**config.mk**
```make
export PLATFORM = sky130hd
export DESIGN_NAME = uart_echo_buffer
export DESIGN_NICKNAME = d
export VERILOG_FILES = /design/src/rtl/uart_echo_buffer.sv
export SDC_FILE = /design/constraint.sdc
export NUM_CORES = 1
export LEC_CHECK = 0
export BUFFER_PORTS_ARGS = -buffer_cell sky130_fd_sc_hd__buf_2
export CAP_MARGIN = 20
export CORE_UTILIZATION = 45
export CTS_CLUSTER_SIZE = 12
export DETAILED_ROUTE_END_ITERATION = 8
export SYNTH_ARGS = -nofsm -noshare
export SYNTH_HDL_FRONTEND = slang
export SYNTH_SLANG_ARGS = --single-unit
```
**constraint.sdc**
```tcl
create_clock -name clk -period 8.9 [get_ports clk]
set_input_delay 1.78 -clock clk [delete_from_list [all_inputs] [get_ports clk]]
set_output_delay 1.78 -clock clk [all_outputs]
set_load 0.1 [all_outputs]
```
**src/rtl/uart_echo_buffer.sv**
```systemverilog
`default_nettype none
// ============================================================================
// uart_echo_buffer : RX transform -> FIFO -> busy-aware TX drain, plus stats
// Revision 1.0
// ============================================================================
module uart_echo_buffer #(
  parameter int DATA_WIDTH = 8,
  parameter int DEPTH      = 16,
  parameter int CNT_WIDTH  = 16,
  parameter int HOLDOFF    = 2
) (
  input  logic                    clk,
  input  logic                    reset_n,
  input  logic                    rx_data_ready,
  input  logic [DATA_WIDTH-1:0]   rx_data,
  input  logic [1:0]              mode,
  input  logic                    tx_busy,
  output logic                    tx_start,
  output logic [DATA_WIDTH-1:0]   tx_data,
  output logic [0:DATA_WIDTH-1]   led,
  output logic [$clog2(DEPTH):0]  fifo_count,
  output logic [CNT_WIDTH-1:0]    rx_count,
  output logic [CNT_WIDTH-1:0]    overflow_count
);

  localparam int ADDR_W = $clog2(DEPTH);
  localparam int HOLD_W = (HOLDOFF > 1) ? $clog2(HOLDOFF) : 1;
  localparam logic [ADDR_W:0]   FULL_COUNT = (ADDR_W + 1)'(DEPTH);
  localparam logic [HOLD_W-1:0] HOLD_LAST  = HOLD_W'(HOLDOFF - 1);

  localparam logic [1:0] S_IDLE  = 2'd0;
  localparam logic [1:0] S_HOLD  = 2'd1;
  localparam logic [1:0] S_DRAIN = 2'd2;

  localparam logic [1:0] MODE_INVERT = 2'd1;
  localparam logic [1:0] MODE_SWAP   = 2'd2;
  localparam logic [1:0] MODE_SINK   = 2'd3;

  logic [1:0]            state;
  logic [1:0]            state_next;
  logic [HOLD_W-1:0]     hold_cnt;
  logic                  hold_done;
  logic [ADDR_W-1:0]     wr_ptr;
  logic [ADDR_W-1:0]     rd_ptr;
  logic [DATA_WIDTH-1:0] mem [DEPTH];
  logic [DATA_WIDTH-1:0] swapped;
  logic [DATA_WIDTH-1:0] wr_word;
  logic                  fifo_full;
  logic                  wr_en;
  logic                  rd_en;
  logic                  drop;

  // ASCII case swap only has meaning for byte-wide words
  generate
    if (DATA_WIDTH == 8) begin : g_case_swap
      always_comb begin
        swapped = rx_data;
        if ((rx_data >= DATA_WIDTH'(8'h41) && rx_data <= DATA_WIDTH'(8'h5A)) ||
            (rx_data >= DATA_WIDTH'(8'h61) && rx_data <= DATA_WIDTH'(8'h7A)))
          swapped = rx_data ^ DATA_WIDTH'(8'h20);
      end
    end else begin : g_no_swap
      assign swapped = rx_data;
    end
  endgenerate

  always_comb begin
    wr_word = rx_data;
    case (mode)
      MODE_INVERT: wr_word = ~rx_data;
      MODE_SWAP:   wr_word = swapped;
      default:     wr_word = rx_data;
    endcase
  end

  // Full is judged on the registered count, so a same-cycle pop never frees a slot
  assign fifo_full = (fifo_count == FULL_COUNT);
  assign wr_en     = rx_data_ready && (mode != MODE_SINK) && !fifo_full;
  assign drop      = rx_data_ready && (mode != MODE_SINK) && fifo_full;
  assign hold_done = (hold_cnt == HOLD_LAST);

  always_ff @(posedge clk) begin
    if (wr_en)
      mem[wr_ptr] <= wr_word;
  end

  always_ff @(posedge clk or negedge reset_n) begin
    if (!reset_n) begin
      wr_ptr     <= '0;
      rd_ptr     <= '0;
      fifo_count <= '0;
    end else begin
      if (wr_en)
        wr_ptr <= wr_ptr + ADDR_W'(1);
      if (rd_en)
        rd_ptr <= rd_ptr + ADDR_W'(1);
      case ({wr_en, rd_en})
        2'b10:   fifo_count <= fifo_count + (ADDR_W + 1)'(1);
        2'b01:   fifo_count <= fifo_count - (ADDR_W + 1)'(1);
        default: fifo_count <= fifo_count;
      endcase
    end
  end

  always_ff @(posedge clk or negedge reset_n) begin
    if (!reset_n) begin
      led            <= '0;
      rx_count       <= '0;
      overflow_count <= '0;
    end else begin
      if (rx_data_ready) begin
        led <= rx_data;
        if (rx_count != '1)
          rx_count <= rx_count + CNT_WIDTH'(1);
      end
      if (drop && overflow_count != '1)
        overflow_count <= overflow_count + CNT_WIDTH'(1);
    end
  end

  always_ff @(posedge clk or negedge reset_n) begin
    if (!reset_n) begin
      tx_data  <= '0;
      hold_cnt <= '0;
    end else begin
      if (rd_en)
        tx_data <= mem[rd_ptr];
      if (state == S_HOLD && !hold_done)
        hold_cnt <= hold_cnt + HOLD_W'(1);
      else
        hold_cnt <= '0;
    end
  end

  always_ff @(posedge clk or negedge reset_n) begin
    if (!reset_n)
      state <= S_IDLE;
    else
      state <= state_next;
  end

  always_comb begin
    state_next = state;
    case (state)
      S_IDLE:  if (fifo_count != '0 && !tx_busy) state_next = S_HOLD;
      S_HOLD:  if (hold_done)                    state_next = S_DRAIN;
      S_DRAIN: if (!tx_busy)                     state_next = S_IDLE;
      default:                                   state_next = S_IDLE;
    endcase
  end

  // tx_start marks the first HOLD cycle, when tx_data has just been loaded
  always_comb begin
    rd_en    = 1'b0;
    tx_start = 1'b0;
    case (state)
      S_IDLE:  rd_en    = (fifo_count != '0) && !tx_busy;
      S_HOLD:  tx_start = (hold_cnt == '0);
      default: begin
        rd_en    = 1'b0;
        tx_start = 1'b0;
      end
    endcase
  end

endmodule
`default_nettype wire
```
==> metrics.md <==
| Metric | Value |
|---|---|
| Post-layout util | `0.526` |
| Power share of the combinational group | `0.372` |
| Psw | `1.21 mW` |
| Via count | `4662` |
| CTS max path bufs | `2` |
| Top FF cell, synth | `edfxtp_1` |
| Die Ht | `138 um` |
| Distinct cells, synth | `53` |
| Hold crit path type | `reg -> reg` |
| Vias in the first global route | `4633` |
| Post-synthesis compound-gate area fraction | `0.0362` |
| Largest net degree at the start of global routing | `65` |
| Setup Crit Path Kind | `in -> reg` |
| Clock sinks | `192` |
| CTS Buf Count | `17` |
| Largest delay share family, worst path | `adder cells` |
| Post_cts resized | `0` |
| # rows | `49` |
| DRT Wirelength | `16200 um` |
| Clock Skews | `9.63 ps` |
| Final number of max-transition violations | `0` |
| CTS tree | `yes` |
| Period utilization | `0.443` |
| Cell area after layout | `9440 um^2` |
| I/O pin count | `68` |
| Leak | `3.67 nW` |
| Mapped Area | `8270 um^2` |
| H-tree depth | `4` |
| Starting Density | `0.460` |
| PD cells | `321 nW/um^2` |
| Syn-to-layout area delta | `14.2%` |
| Final Critical Period | `3950 ps` |
| Fraction of registers with async set/reset | `0.333` |
| Crit path buf inv count | `2` |
| # setup viols final | `0` |
| Setup TNS | `0 ps` |
| Buffers on Ports | `67` |
| Total chip power | `3.03 mW` |
| Max stage delay on crit path | `380 ps` |
| Min-delay src | `hold_cnt` |
| Reg2reg setup slack | `5300 ps` |
| Actual slew at the worst max-slew pin | `923 ps` |
| Min-Delay Path Depth | `1` |
| R2R depth | `10` |
| DR vias/cell | `5.46` |
| Sw Share | `0.398` |
| Total die area | `18900 um^2` |
| Setup crit end kind | `register` |
| Slew headroom | `0.379` |
| CP Cell Sequence | `buf_2 -> ha_1 -> nor2b_1 -> a21boi_2 -> inv_1 -> ha_1 -> xor2_1 -> ha_1 -> o211a_1 -> o21ai_0 -> o41ai_1 -> nor4b_1` |
| Largest family of logic cells by synthesized area | `multiplexers` |
| Critical Path Start Type | `primary input` |
| Status | `finished, final reports clean` |
| Antenna Violating Nets Remaining | `0` |
| Synth Area in XOR/XNOR | `0.0392` |
| Final HPWL DP | `10700 um` |
| Final Hold Violating Endpoints | `0` |
| Crit Path Max Fanout | `10` |
| Clock network power share | `0.232` |
| DRC errors left | `0` |
| First-pass GRT wire length | `25200 um` |
| Worst-Skew Late Latency | `430 ps` |
| GPL Wtd Cong | `0.798` |
| Mux contribution to synthesized area | `0.131` |
| Arr. time, crit path | `4270 ps` |
| Routed wire per std cell | `18.9 um` |
| Share of cells above drive strength 1 | `0.272` |
| Internal power | `1.82 mW` |
| Clock root buffer master | `clkbuf_16` |
| Maximum vdd ir drop | `0.368 mV` |
| Syn nets | `560` |
| Simple logic cell fraction of the synthesized area | `0.0943` |
| Sink of the worst hold path | `hold_cnt` |
| Diodes inserted | `0` |
| Placeable Area | `18000 um^2` |
| Max Fclk | `253 MHz` |
| Sequential area share after synthesis | `0.658` |
| Post-Syn Area per Cell | `15.5 um^2` |
| Seq pwr share | `0.396` |
| Clk pin slew, worst setup/hold paths | `60 ps` |
| Post-synth EDFFs | `128` |
| RSZ-0062 raised after global routing | `no` |
| Flops & latches, synth | `192` |
| GRT Residual Overflow | `0` |
| WP data required | `9230 ps` |
| Slowest CP cell | `ha_1` |
| All-layer global routing usage | `0.184` |
| Number of fill cells in the layout | `1519` |
| Synth warn | `0` |
| Synthesized netlist cell count | `532` |
| Synth Area in Adders | `0.0212` |
| Post-CTS Hold Fix Bufs | `0` |
| Worst r2r dst | `fifo_count[4]` |
| Worst R2R Start | `fifo_count[1]` |
| Die width | `138 um` |
| Commonest non-fill, non-tap cell in the layout | `edfxtp_1` |
| CP most frequent cell | `ha_1` |
| Most frequent cells in the layout | `128 x edfxtp_1, 67 x buf_2, 63 x dfrtp_1` |
| Layout Nets | `640` |
| Setup bufs post-CTS | `0` |
| Placed cell area | `8860 um^2` |
| Detailed Routing Iterations Pass 1 | `4` |
| Max Cap Violations | `0` |
| Antenna violations before repair | `0` |
| Drt initial violations | `191` |
cell usage after synthesis, drive strengths merged (2+ instances only):
| master | number | share of area |
|---|---|---|
| nand2 | 28 | 0.013 |
| nor3b | 5 | 0.0045 |
| o21ai | 13 | 0.0083 |
| mux2i | 15 | 0.018 |
| nor4 | 12 | 0.011 |
| a211oi | 4 | 0.0036 |
| mux2 | 19 | 0.026 |
| nand3b | 2 | 0.0018 |
| o21a | 3 | 0.0027 |
| nor2 | 21 | 0.0095 |
| or4 | 3 | 0.0032 |
| buf | 14 | 0.0095 |
| nand4 | 14 | 0.011 |
| and3b | 2 | 0.0021 |
| and3 | 6 | 0.0045 |
| or2 | 2 | 0.0015 |
| inv | 15 | 0.0068 |
| ha | 14 | 0.021 |
| nor2b | 6 | 0.0045 |
| nand3 | 16 | 0.0097 |
| dfrtp | 64 | 0.19 |
| and2 | 9 | 0.0068 |
| xor2 | 20 | 0.021 |
| nor3 | 8 | 0.0054 |
| mux4 | 32 | 0.087 |
| xnor2 | 17 | 0.018 |
| edfxtp | 128 | 0.46 |
| clkbuf | 7 | 0.0032 |
| a21oi | 16 | 0.0097 |
sequential cells by signal, summed over array words and instances (netlist names):
register,flops
fifo_count,5
hold_cnt,1
led,8
mem,128
overflow_count,16
rd_ptr,4
rx_count,16
state,2
tx_data,8
wr_ptr,4
worst register-to-register path, delay by kind of cell (launching register included):
kind	cells	cell delay (ps)
buf+inv	1	260
fa+ha+maj	2	610
xor+xnor	1	190
flops	1	460
compound gates	4	1070
simple gates	2	890
power by group through the flow:
stage,combinational [mW],sequential (mW),clock [mW]
floorplan,0.593,1.53,0
global placement,1.13,1.21,0
detailed placement,1.14,1.22,0
CTS,1.14,1.20,0.720
global route,1.21,1.22,0.755
finish,1.13,1.20,0.703
per-layer routing:
metal,global-route usage,wire length [um],up-vias
li1,-,-,2193
met1,0.228,7030,2350
met2,0.317,8270,108
met3,0.0489,750,11
met4,0.0476,109,0
met5,0,0,-
stage by stage:
step	hold slack, ps	worst slack [ps]	cells
4_1_cts	467	4950	849
3_3_place_gp	442	4550	817
2_1_floorplan	472	4440	532
6_report	461	4950	854
5_1_grt	504	4700	854
3_5_place_dp	458	4510	817
how the worst max path moves through the flow:
stage | startpoint | endpoint | slack, ps | cells after the start
after floorplan | state[1] | tx_start | 4440 | 1
after CTS | rx_data_ready | fifo_count[4] | 4950 | 11
after detailed placement | rx_data_ready | fifo_count[4] | 4510 | 11
after global placement | rx_data_ready | fifo_count[4] | 4550 | 11
after global routing | rx_data_ready | fifo_count[4] | 4700 | 11
final | mode[0] | fifo_count[4] | 4950 | 12
cells by family after synthesis:
kind of cell / count (synthesis)
DFF: 192
and+or+nand+nor: 140
muxes: 66
AOI/OAI and AO/OA: 47
xor gates and xnor gates: 37
buffers and inverters: 36
adders and majority gates: 14
cell type report:
type,instances,area [um^2],area share
Timing Repair Buffer,82,448,0.0474
Sequential cell,192,5450,0.577
Tap cell,229,287,0.0304
Inverter,15,56.3,0.00596
Multi-Input combinational cell,304,2660,0.282
Clock buffer,21,462,0.0489
Clock inverter,11,78.8,0.00835
(Power assumes the default switching activity.)
